## src/rtl/axil_mem_arbiter.sv

```systemverilog
// Two-requester round-robin arbiter that sequences single-beat requests onto one AXI4-Lite master port.
// Define ARB_FIXED_PRIO_EN for fixed priority (requester 0 wins ties); the default build is round-robin.
module axil_mem_arbiter #(
   parameter int DW = 32,
   parameter int AW = 8
) (
   input  logic                  ACLK,
   input  logic                  ARESETN,
   input  logic [1:0]            REQ,
   input  logic [1:0]            WE,
   input  logic [2*AW-1:0]       ADDR,
   input  logic [2*DW-1:0]       WDATA,
   input  logic [2*(DW/8)-1:0]   WSTRB,
   output logic [1:0]            ACK,
   output logic [DW-1:0]         RDATA,
   output logic [1:0]            RESP,
   output logic [31:0]           M_AXIL_AWADDR,
   output logic                  M_AXIL_AWVALID,
   input  logic                  M_AXIL_AWREADY,
   output logic [DW-1:0]         M_AXIL_WDATA,
   output logic [DW/8-1:0]       M_AXIL_WSTRB,
   output logic                  M_AXIL_WVALID,
   input  logic                  M_AXIL_WREADY,
   input  logic [1:0]            M_AXIL_BRESP,
   input  logic                  M_AXIL_BVALID,
   output logic                  M_AXIL_BREADY,
   output logic [31:0]           M_AXIL_ARADDR,
   output logic                  M_AXIL_ARVALID,
   input  logic                  M_AXIL_ARREADY,
   input  logic [DW-1:0]         M_AXIL_RDATA,
   input  logic [1:0]            M_AXIL_RRESP,
   input  logic                  M_AXIL_RVALID,
   output logic                  M_AXIL_RREADY,
   output logic [2:0]            dbg_state
);

   localparam int SW = DW / 8;

   // Handshakes: a transfer happens on a rising edge where VALID and READY are both high;
   // VALID is never withdrawn before its handshake and never re-raised within a transaction.
   typedef enum logic [2:0] {
      ST_IDLE    = 3'd0,
      ST_WR_REQ  = 3'd1,
      ST_WR_RESP = 3'd2,
      ST_RD_REQ  = 3'd3,
      ST_RD_RESP = 3'd4,
      ST_DONE    = 3'd5
   } state_t;

   state_t          state_q, state_d;
   logic            grant_q, grant_d;
   logic [AW-1:0]   addr_q, addr_d;
   logic [DW-1:0]   wdata_q, wdata_d;
   logic [SW-1:0]   wstrb_q, wstrb_d;
   logic            aw_done_q, aw_done_d;
   logic            w_done_q, w_done_d;
   logic [DW-1:0]   rdata_q, rdata_d;
   logic [1:0]      resp_q, resp_d;
   logic            win;
   logic            aw_hs;
   logic            w_hs;

`ifdef ARB_FIXED_PRIO_EN
   assign win = REQ[0] ? 1'b0 : 1'b1;
`else
   logic            ptr_q, ptr_d;
   // The preferred requester wins only if it is actually requesting.
   assign win = REQ[ptr_q] ? ptr_q : ~ptr_q;
`endif

   always_ff @(posedge ACLK or negedge ARESETN) begin
      if (!ARESETN) begin
         state_q   <= ST_IDLE;
         grant_q   <= 1'b0;
         addr_q    <= '0;
         wdata_q   <= '0;
         wstrb_q   <= '0;
         aw_done_q <= 1'b0;
         w_done_q  <= 1'b0;
         rdata_q   <= '0;
         resp_q    <= '0;
`ifndef ARB_FIXED_PRIO_EN
         ptr_q     <= 1'b0;
`endif
      end else begin
         state_q   <= state_d;
         grant_q   <= grant_d;
         addr_q    <= addr_d;
         wdata_q   <= wdata_d;
         wstrb_q   <= wstrb_d;
         aw_done_q <= aw_done_d;
         w_done_q  <= w_done_d;
         rdata_q   <= rdata_d;
         resp_q    <= resp_d;
`ifndef ARB_FIXED_PRIO_EN
         ptr_q     <= ptr_d;
`endif
      end
   end

   always_comb begin
      state_d        = state_q;
      grant_d        = grant_q;
      addr_d         = addr_q;
      wdata_d        = wdata_q;
      wstrb_d        = wstrb_q;
      aw_done_d      = aw_done_q;
      w_done_d       = w_done_q;
      rdata_d        = rdata_q;
      resp_d         = resp_q;
`ifndef ARB_FIXED_PRIO_EN
      ptr_d          = ptr_q;
`endif
      aw_hs          = 1'b0;
      w_hs           = 1'b0;
      ACK            = 2'b00;
      M_AXIL_AWVALID = 1'b0;
      M_AXIL_WVALID  = 1'b0;
      M_AXIL_BREADY  = 1'b0;
      M_AXIL_ARVALID = 1'b0;
      M_AXIL_RREADY  = 1'b0;

      case (state_q)
         ST_IDLE: begin
            if (|REQ) begin
               grant_d   = win;
               addr_d    = win ? ADDR[AW +: AW]  : ADDR[0 +: AW];
               wdata_d   = win ? WDATA[DW +: DW] : WDATA[0 +: DW];
               wstrb_d   = win ? WSTRB[SW +: SW] : WSTRB[0 +: SW];
               aw_done_d = 1'b0;
               w_done_d  = 1'b0;
               state_d   = WE[win] ? ST_WR_REQ : ST_RD_REQ;
            end
         end
         ST_WR_REQ: begin
            // AW and W complete independently; leave once both have, even on the same edge.
            M_AXIL_AWVALID = !aw_done_q;
            M_AXIL_WVALID  = !w_done_q;
            aw_hs          = !aw_done_q && M_AXIL_AWREADY;
            w_hs           = !w_done_q && M_AXIL_WREADY;
            if (aw_hs) aw_done_d = 1'b1;
            if (w_hs)  w_done_d  = 1'b1;
            if ((aw_done_q || aw_hs) && (w_done_q || w_hs)) state_d = ST_WR_RESP;
         end
         ST_WR_RESP: begin
            M_AXIL_BREADY = 1'b1;
            if (M_AXIL_BVALID) begin
               resp_d  = M_AXIL_BRESP;
               state_d = ST_DONE;
            end
         end
         ST_RD_REQ: begin
            M_AXIL_ARVALID = 1'b1;
            if (M_AXIL_ARREADY) state_d = ST_RD_RESP;
         end
         ST_RD_RESP: begin
            M_AXIL_RREADY = 1'b1;
            if (M_AXIL_RVALID) begin
               rdata_d = M_AXIL_RDATA;
               resp_d  = M_AXIL_RRESP;
               state_d = ST_DONE;
            end
         end
         ST_DONE: begin
            ACK[grant_q] = 1'b1;
`ifndef ARB_FIXED_PRIO_EN
            ptr_d        = ~grant_q;
`endif
            state_d      = ST_IDLE;
         end
         default: state_d = ST_IDLE;
      endcase
   end

   assign M_AXIL_AWADDR = {{(32-AW){1'b0}}, addr_q};
   assign M_AXIL_ARADDR = {{(32-AW){1'b0}}, addr_q};
   assign M_AXIL_WDATA  = wdata_q;
   assign M_AXIL_WSTRB  = wstrb_q;
   assign RDATA         = rdata_q;
   assign RESP          = resp_q;
   assign dbg_state     = state_q;

endmodule

```

## config.mk

```make
export PLATFORM = sky130hd
export DESIGN_NAME = axil_mem_arbiter
export DESIGN_NICKNAME = d
export VERILOG_FILES = /design/src/rtl/axil_mem_arbiter.sv
export SDC_FILE = /design/constraint.sdc
export NUM_CORES = 1
export LEC_CHECK = 0
export BUFFER_PORTS_ARGS = -buffer_cell sky130_fd_sc_hd__buf_2
export CORE_ASPECT_RATIO = 1.1
export CORE_MARGIN = 2
export CORE_UTILIZATION = 35
export DETAILED_ROUTE_END_ITERATION = 12
export GPL_ROUTABILITY_DRIVEN = 0
export HOLD_SLACK_MARGIN = 0.12
export PLACE_DENSITY = 0.75
export SKIP_LAST_GASP = 1
export SLEW_MARGIN = 20
export SYNTH_ARGS = -nofsm -noshare
export SYNTH_HDL_FRONTEND = slang
export SYNTH_SLANG_ARGS = --single-unit
```

## constraint.sdc

```tcl
create_clock -name ACLK -period 1.9 [get_ports ACLK]
set_input_delay 0.19 -clock ACLK [delete_from_list [all_inputs] [get_ports ACLK]]
set_output_delay 0.19 -clock ACLK [all_outputs]
set_load 0.01 [all_outputs]
```

==> impl_metrics.yaml, run 1 <==
status:
  outcome: "finished, final reports clean"
setup_path:
  crit_chain: "buf_6 -> or2b_1 -> or2_2 -> nor2_1 -> buf_2"
  path_class: "flop to primary output"
  reg2regPathDepth: 5
  critical_path_required_ps: 1710
  cp.arrival_ps: 1640
  worstSetupStartpoint: "dbg_state[0]"
  slowest_stage: "dfrtp_1"
  endpoint_kind: "primary output"
  critPathMaxStageDelay_ps: 390
  r2r_start: "dbg_state[0]"
  cp_max_fo: 7
  worstSetupStartpointType: "flop"
cells_and_area:
  multi_input_area_um2: 1710
  nets: 768
  layout-drive-gt1-share_pct: 47.0
  area_delta_synth_final_pct: 43.1
  final-seq-area_um2: 2130
  fillCellCount: 1003
  diodes: 0
logic_synthesis:
  synthTopCellsByArea: "dfrtp_1, buf_4, mux2i_1"
  yosys.area.top_type: "dfrtp_1"
  synth.avg_cell_area_um2: 11.1
  netlist-cell-type-count: 34
  ys_warn_count: 0
  ys_seq_area_share_pct: 50.8
  syn_area_um2: 4190
  ys_seq_elements: 85
  synth_cells: 377
  synth_top_area_share_pct: 50.8
power_and_ir_drop:
  power_frac_comb_pct: 44.4
  intPower_mw: 5.80
  p_switching_mw: 3.29
  totalPowerFinal_mw: 9.08
  clkPwrFrac_pct: 20.2
  seqPwrFrac_pct: 35.4
  swShare_pct: 36.2
  powerDensity_nw_per_um2: 1520
  ir_drop_uv: 643
  power.leakage_nw: 3.22
timing:
  skew_ps: 7.18
  min_period_ps: 1830
  finalHoldViolCount: 0
  relSlewSlack_pct: 63.9
  finalSetupViolCount: 0
  fin_hold_ws_ps: 146
  rsz0062_at_grt: "no"
  fin_tns_setup_ps: 0
  fmax_mhz: 547
  tightest_slew_ps: 541
  maxSlewViolCount: 0
  period_share_pct: 96.3
global_routing:
  track_usage_pct: 16.4
  gr-usage-met1_pct: 17.3
  grt.overflow.total: 0
  use_met3_pct: 5.13
  antenna_found_initial: 0
  top_usage_layer: "met2"
  grt_pass1_vias: 3445
  met2_usage_pct: 30.1
  grt_pass1_wl_um: 16500
  grt_max_degree: 93
run:
  cap_violations: 0
clocking:
  cts.sinks: 85
  cts_tree: "done"
  h-tree-depth: 3
  path_clk_slew_ps: 60
  clock_latency_ps: 330
  cts_buffers: 9
  cts-root-buf: "clkbuf_16"
  cts.path.max_buffers: 2
detailed_routing:
  drt_iter0_markers: 105
  via_per_inst: 4.44
  drt_wl_total_um: 10700
  vias: 3491
  firstDrtPassIters: 4
  ant_nets: 0
  wl_per_cell_um: 13.6
  route.detailed.drc: 0
floorplan:
  ios: 279
  coreArea_um2: 11600
  initial_utilization_pct: 36.1
  placementRows: 41
  die_area_um2: 12900
  die_x_um: 108
  die_h_um: 119
placed_design:
  numPortBuffers: 230
  hpwl_um: 7730
worst_hold_path:
  min_path_cells: 3
  hold_start: "WSTRB[5]"
  worstHoldPathType: "input port to flop"
stage by stage:
step	utilization [%]	instances	setup WS, ps	instance area [µm²]
3_3_place_gp	45.6	732	196	5290
3_5_place_dp	45.6	732	102	5290
4_1_cts	51.4	782	31.1	5960
2_1_floorplan	-	424	137	4370
5_1_grt	51.7	786	15.5	5990
6_report	51.7	786	70.3	5990
metal layers:
layer	part of all wire [%]	routed length, µm
met2	51	5470
met5	0	0
met3	9.2	980
met4	2.0	216
met1	38	4050
area by class of cell:
type	count	share of cell area (%)
Tap cell	150	3.13
Clock inverter	4	1.23
Timing Repair Buffer	276	27.4
Inverter	3	0.188
Multi-Input combinational cell	258	28.6
Sequential cell	85	35.5
Clock buffer	10	3.99
synthesized netlist by cell type (all sizes together):
cell and count:
conb 1, mux2 37, a22o 2, nand2 47, o21ai 48, a21o 1, nand2b 3, or2b 1
o221ai 1, nor3 1, or4b 1, buf 66, o21a 1, o2111a 2, nor2b 1, clkbuf 12
inv 3, o31a 1, and2 1, a311oi 1, dfrtp 85, o22ai 3, and3 2, or2 2
mux2i 44, or4 1, a21oi 1, a31oi 1, nor2 7
power groups by stage:
stage | sequential, mW | combinational [mW] | clock, mW
global placement | 3.18 | 3.79 | 0
finish | 3.21 | 4.04 | 1.83
floorplan | 3.57 | 2.13 | 0
CTS | 3.21 | 4.00 | 1.90
global route | 3.33 | 4.42 | 1.98
detailed placement | 3.22 | 3.93 | 0
registers in the layout, indices dropped and copies added, names as in the netlist:
| register | count |
|---|---|
| addr_q | 8 |
| aw_done_q | 1 |
| M_AXIL_WSTRB | 4 |
| M_AXIL_WDATA | 32 |
| grant_q | 1 |
| w_done_q | 1 |
| ptr_q | 1 |
| RESP | 2 |
| dbg_state | 3 |
| RDATA | 32 |
final timing paths:
kind,end,slack (ps)
max,M_AXIL_AWVALID,70
min,M_AXIL_WSTRB[1],150
max reg2reg,dbg_state[1],90
min reg2reg,M_AXIL_WDATA[27],470
max in group asynchronous,M_AXIL_WDATA[4],880
min in group asynchronous,RDATA[21],390
logic make-up (layout without fill, tap and decap cells):
logic type,count (synthesis),count (layout),share of synthesized area [%]
and+or+nand+nor,67,67,7.02
DFF,85,85,50.8
buffers and inverters,81,293,13.1
muxes,81,81,20.6
other,1,48,0.0895
AOI/OAI and AO/OA,62,62,8.42
worst max-delay path, delay by kind of cell, from the launching register on:
kind	cells	cell delay, ps
flops	1	390
simple gates	3	650
buf+inv	2	280
layout by cell type (no fill, tap or decap), types with 3 or more instances in the layout:
master / Yosys / routed
buf_2: 5 / 229
dfrtp_1: 85 / 84
conb_1: 1 / 48
nand2_1: 47 / 47
o21ai_0: 48 / 46
mux2i_1: 44 / 44
dlygate4sd3_1: 0 / 35
mux2_2: 34 / 34
clkbuf_16: 0 / 9
nor2_1: 7 / 7
buf_4: 59 / 7
buf_12: 0 / 4
inv_1: 3 / 3
nand2b_1: 3 / 3
o22ai_1: 3 / 3
timing repair:
| action | CTS | global route |
|---|---|---|
| pin swaps | 0 | 0 |
| hold buffers | 35 | 0 |
| endpoints found under the hold margin | 75 | 0 |
| resized for setup | 1 | 1 |
| setup endpoints to repair | 1 | 1 |
| setup buffers | 1 | 4 |
No activity file was read; power rests on OpenSTA's default activity.
==> run 2: changes to the inputs <==
--- a/config.mk
+++ b/config.mk
@@ -5,6 +5,7 @@
 export SDC_FILE = /design/constraint.sdc
 export NUM_CORES = 1
 export LEC_CHECK = 0
+export ABC_AREA = 1
 export BUFFER_PORTS_ARGS = -buffer_cell sky130_fd_sc_hd__buf_2
 export CORE_ASPECT_RATIO = 1.1
 export CORE_MARGIN = 2
@@ -12,7 +13,7 @@
 export DETAILED_ROUTE_END_ITERATION = 12
 export GPL_ROUTABILITY_DRIVEN = 0
 export HOLD_SLACK_MARGIN = 0.12
-export PLACE_DENSITY = 0.75
+export PLACE_DENSITY = 0.74
 export SKIP_LAST_GASP = 1
 export SLEW_MARGIN = 20
 export SYNTH_ARGS = -nofsm -noshare
==> run 2 against run 1 <==
  * Global-route usage up 3.5 points
  * Worst hold slack worse by 21 ps
  * Die area rose by 6.3%
  * Clock power grew 5%
  * Core utilization grew 0.30 points
  * Clock skew up 0.70 ps
  * Combinational power grew 13%
==> impl_metrics.yaml, run 2 <==
status:
  outcome: "finished, final reports clean"
worst_hold_path:
  worstHoldPathType: "input port to flop"
  hold_start: "WDATA[59]"
  min_to: "M_AXIL_WDATA[27]"
  min_path_cells: 3
cells_and_area:
  layout-drive-gt1-share_pct: 38.5
  nets: 937
  final_common_cell: "buf_2"
  fin_cells: 965
  area_delta_synth_final_pct: 46.1
  final_cell_mix: "buf_2, nand2_1, dfrtp_1, o21ai_0, dlygate4sd3_1"
placed_design:
  numPortBuffers: 230
  pre_cts_ws_ps: 188
  hpwl_um: 9370
  place_inst: 886
setup_path:
  ff2ff_setup_slack_ps: 200
  cp_max_fo: 33
  cp.arrival_ps: 1580
  endpoint_kind: "primary output"
  worstSetupStartpoint: "dbg_state[0]"
  reg2regPathDepth: 8
  path_class: "flop to primary output"
  worstSetupStartpointType: "flop"
  critical_path_required_ps: 1710
  r2r_start: "ptr_q"
  r2r-end: "M_AXIL_WDATA[21]"
floorplan:
  die_h_um: 122
  ios: 279
  die_x_um: 112
  placementRows: 43
  die_area_um2: 13700
  coreArea_um2: 12500
  initial_utilization_pct: 35.6
logic_synthesis:
  synth.avg_cell_area_um2: 8.51
  synthTopCellsByArea: "dfrtp_1, buf_4, o21ai_0"
  synth-edff-count: 0
  yosys.area.top_type: "dfrtp_1"
  async_flop_share_pct: 100
  netlist-cell-type-count: 24
  syn_area_um2: 4460
  ys_seq_elements: 85
  ys_warn_count: 0
  ys.flop_type: "dfrtp_1"
  synth.most_common_cell: "nand2_1"
  synthTopCellsByCount: "nand2_1, dfrtp_1, o21ai_0"
  synth_cells: 524
  synth_top_area_share_pct: 47.7
  ys_seq_area_share_pct: 47.7
detailed_routing:
  via_per_inst: 4.69
  wl_per_cell_um: 14.2
  vias: 4528
  drt_iter0_markers: 288
  firstDrtPassIters: 4
  drt_wl_total_um: 13700
  ant_nets: 0
  route.detailed.drc: 0
clocking:
  cts_tree: "done"
  cts_buffers: 9
  path_clk_slew_ps: 70
  cts.path.max_buffers: 2
  clock_latency_ps: 340
  h-tree-depth: 3
  cts.sinks: 85
  post-cts-setup-buffers: 0
  cts-root-buf: "clkbuf_16"
power_and_ir_drop:
  ir_drop_uv: 765
  intPower_mw: 5.72
  seqPwrFrac_pct: 33.0
  totalPowerFinal_mw: 9.68
  power.leakage_nw: 3.44
  powerDensity_nw_per_um2: 1480
  clkPwrFrac_pct: 20.0
  power_frac_comb_pct: 47.0
  p_switching_mw: 3.96
  swShare_pct: 40.9
global_routing:
  grt_pass1_vias: 4509
  grt_max_degree: 47
  track_usage_pct: 19.9
  grt_pass1_wl_um: 21900
  antenna_found_initial: 1
  grt.overflow.total: 0
timing:
  fin_tns_setup_ps: 0
  rsz0062_at_grt: "no"
  relSlewSlack_pct: 61.4
  period_share_pct: 93.2
  maxSlewViolCount: 0
  fmax_mhz: 565
  min_period_ps: 1770
  finalSetupViolCount: 0
  tightest_slew_ps: 580
  skew_ps: 7.88
  finalHoldViolCount: 0
  setup_ws_ps: 129
run:
  cap_violations: 0
-- run 2: cell count changes in the layout (fill, tap and decap cells not counted), sizes merged, moves of 3 or more --
cell         change
o21ai           +86
nor2            +50
nand2           +49
mux2i           -44
nand3           +40
mux2            -37
dlygate4sd3     +27
inv             +13
buf              +5
nand2b           -3
-- run 2: area by class of cell --
cell class,count,area (µm²)
repair buffers,308,1940
clock inverters,5,82.6
well taps,157,196
clock buffers,11,253
inverters,17,63.8
multi-input cells,381,1850
diodes,1,2.50
fillers,1145,6020
flip-flops and latches,85,2130
-- run 2: cells by family after synthesis --
kind of cell | count (synthesis) | synth area share (%)
AOI/OAI and AO/OA | 139 | 19.1
buffers and inverters | 105 | 14.9
other | 1 | 0.0840
and+or+nand+nor | 194 | 18.2
DFF | 85 | 47.7
-- run 2: per-stage QoR --
step	hold WS, ps	utilization, %	area (µm²)
after global placement	229	44.3	5550
after floorplan	-106	-	4640
after detailed placement	231	44.3	5550
after global routing	126	52.0	6520
final	125	52.0	6520
after CTS	121	51.9	6510
-- run 2: worst max path at each step --
stage | endpoint | cells after the start
2_1_floorplan | M_AXIL_WDATA[11] | 7
3_3_place_gp | M_AXIL_WDATA[26] | 8
3_5_place_dp | M_AXIL_WDATA[31] | 8
4_1_cts | M_AXIL_RREADY | 5
5_1_grt | M_AXIL_RREADY | 5
6_report | M_AXIL_RREADY | 5
-- run 2: what timing repair did --
item                       4_1_cts  5_1_grt
hold buffers                    62        0
hold endpoints to repair        93        0
resized for setup                1        2
setup endpoints to repair        1        1
-- run 2: power groups by stage --
| stage | sequential, mW | clock (mW) | combinational (mW) |
|---|---|---|---|
| finish | 3.20 | 1.93 | 4.55 |
| global route | 3.31 | 2.06 | 5.08 |
| floorplan | 3.57 | 0 | 2.49 |
| detailed placement | 3.22 | 0 | 4.46 |
| CTS | 3.20 | 1.99 | 4.57 |
| global placement | 3.17 | 0 | 4.39 |
-- run 2: layer usage --
| layer | track usage (%) | share of wire (%) |
|---|---|---|
| met1 | 23.6 | 40 |
| met2 | 35.6 | 51 |
| met3 | 5.38 | 7.8 |
| met4 | 5.32 | 1.3 |
| met5 | 0 | 0 |
-- run 2: critical path, stage by stage, from the launching register on --
cell	delay (ps)
dfrtp_2	460
nor2_4	170
nand2_2	110
inv_2	110
buf_8	220
buf_2	170
==> run 3: changes to the inputs <==
==> constraint.sdc (replaced) <==
create_clock -name ACLK -period 1.9 [get_ports ACLK]
set_input_delay 0.38 -clock ACLK [delete_from_list [all_inputs] [get_ports ACLK]]
set_output_delay 0.38 -clock ACLK [all_outputs]
set_load 0.01 [all_outputs]
==> run 3 against run 2 <==
  * Worst hold slack gained 150 ps
  * Cell count shrank 6.7%
  * Die area is the same
  * Total power shrank 4.4%
  * Register-to-register slack gained 20 ps
  * Via count shrank 6.7%
  * Clock power shrank 9%
  * Count of clock-buffer cells in the layout is the same
  * Sequential power shrank 1%
  * Critical path depth shrank 1
==> impl_metrics.yaml, run 3 (same netlist as run 2, synthesis figures left out) <==
status:
  outcome: "finished, final reports clean"
timing:
  relSlewSlack_pct: 60.3
  fmax_mhz: 559
  maxSlewViolCount: 0
  period_share_pct: 94.1
  finalSetupViolCount: 0
  min_period_ps: 1790
  finalHoldViolCount: 0
  setup_ws_ps: 112
  rsz0062_at_grt: "no"
  fin_tns_setup_ps: 0
  tightest_slew_ps: 593
  skew_ps: 6.64
setup_path:
  critPathMaxStageDelay_ps: 430
  r2r-end: "RDATA[28]"
  crit_chain: "nor2_4 -> nand2_2 -> inv_2 -> buf_2"
  critical_path_required_ps: 1520
  ff2ff_setup_slack_ps: 220
  reg2regPathDepth: 6
  slowest_stage: "dfrtp_2"
  path_class: "flop to primary output"
  endpoint_kind: "primary output"
  cp.arrival_ps: 1410
  cp_max_fo: 13
  worstSetupStartpointType: "flop"
  r2r_start: "dbg_state[1]"
cells_and_area:
  area_delta_synth_final_pct: 30.9
  fin_cells: 900
  nets: 872
  final_cell_mix: "buf_2, nand2_1, dfrtp_1, o21ai_0, nor2_1"
  final_common_cell: "buf_2"
  layout-drive-gt1-share_pct: 41.4
  postLayoutCellArea_um2: 5840
  fillCellCount: 1290
worst_hold_path:
  min_to: "RDATA[31]"
  min_path_cells: 3
  hold_start: "M_AXIL_RDATA[31]"
  worstHoldPathType: "input port to flop"
clocking:
  cts_tree: "done"
  post-cts-setup-buffers: 0
  cts.sinks: 85
  cts_buffers: 9
  h-tree-depth: 3
  cts.path.max_buffers: 2
  path_clk_slew_ps: 60
  clock_latency_ps: 330
  cts-root-buf: "clkbuf_16"
floorplan:
  die_area_um2: 13700
  ios: 279
  coreArea_um2: 12500
  initial_utilization_pct: 35.6
  die_x_um: 112
  placementRows: 43
  die_h_um: 122
placed_design:
  hpwl_um: 8980
  pre_cts_ws_ps: 239
  place_inst: 882
  place_area_um2: 5520
  numPortBuffers: 230
power_and_ir_drop:
  ir_drop_uv: 601
  totalPowerFinal_mw: 9.25
  power.leakage_nw: 3.14
  powerDensity_nw_per_um2: 1580
global_routing:
  antenna_found_initial: 1
  track_usage_pct: 17.3
  grt_pass1_wl_um: 19000
  grt_max_degree: 49
  grt.overflow.total: 0
  grt_pass1_vias: 3921
detailed_routing:
  firstDrtPassIters: 6
  ant_nets: 0
  drt_wl_total_um: 12100
  vias: 4226
  route.detailed.drc: 0
  drt_iter0_markers: 330
  via_per_inst: 4.70
  wl_per_cell_um: 13.4
run:
  cap_violations: 0
-- run 3: cell types whose count changed in the layout (fill, tap and decap cells not counted) --
cell / previous run / this run
buf_4: 13 / 10
buf_8: 1 / 0
bufinv_16: 2 / 1
clkbuf_1: 0 / 1
clkbuf_8: 2 / 1
clkinvlp_4: 0 / 1
dlygate4sd3_1: 62 / 1
nor2_1: 54 / 53
nor2_2: 0 / 1
-- run 3: what timing repair did --
action,in CTS,in global routing
gates resized for setup,0,2
endpoints found under the setup margin,0,2
endpoints found under the hold margin,26,0
hold buffers,1,0
-- run 3: per-stage QoR --
stage	hold WS (ps)	utilization [%]
floorplan	84.4	-
global placement	324	44.0
detailed placement	327	44.0
CTS	265	46.5
global route	267	46.6
finish	277	46.6
-- run 3: how the worst max path moves through the flow --
| stage | from | cells after the start | endpoint | slack [ps] |
|---|---|---|---|---|
| 3_5_place_dp | dbg_state[1] | 6 | RDATA[28] | 240 |
| 4_1_cts | dbg_state[0] | 6 | M_AXIL_AWVALID | 70 |
| 6_report | dbg_state[1] | 4 | M_AXIL_RREADY | 110 |
| 3_3_place_gp | dbg_state[1] | 6 | RDATA[8] | 330 |
| 2_1_floorplan | dbg_state[0] | 4 | M_AXIL_RREADY | 460 |
| 5_1_grt | dbg_state[1] | 6 | M_AXIL_AWVALID | 20 |
-- run 3: report_power, final --
| group | internal (mW) | switching (mW) | total, mW |
|---|---|---|---|
| Sequential | 2.70 | 0.462 | 3.16 |
| Clock | 1.06 | 0.708 | 1.76 |
| Combinational | 1.65 | 2.67 | 4.32 |
-- run 3: area by class of cell --
class                   count  area (µm²)  share of cell area (%)
flip-flops and latches     85        2130                    36.4
multi-input cells         381        1860                    31.8
repair buffers            243        1290                    22.1
clock buffers              11         243                    4.16
well taps                 157         196                    3.36
inverters                  17        63.8                    1.09
clock inverters             5        60.1                    1.03
diodes                      1        2.50                  0.0428
-- run 3: metal layers --
metal  vias up  wire length [µm]  GRT usage [%]
met3        17              1150           4.40
met2       234              5690           29.2
li1       2038                 -              -
met1      1937              4980           21.2
met5         -                 0              0
met4         0               254           7.18
-- run 3: critical path, delay by kind of cell, from the launching register on --
| family | cells | cell delay, ps |
|---|---|---|
| DFF | 1 | 430 |
| buffers and inverters | 2 | 360 |
| and+or+nand+nor | 2 | 270 |
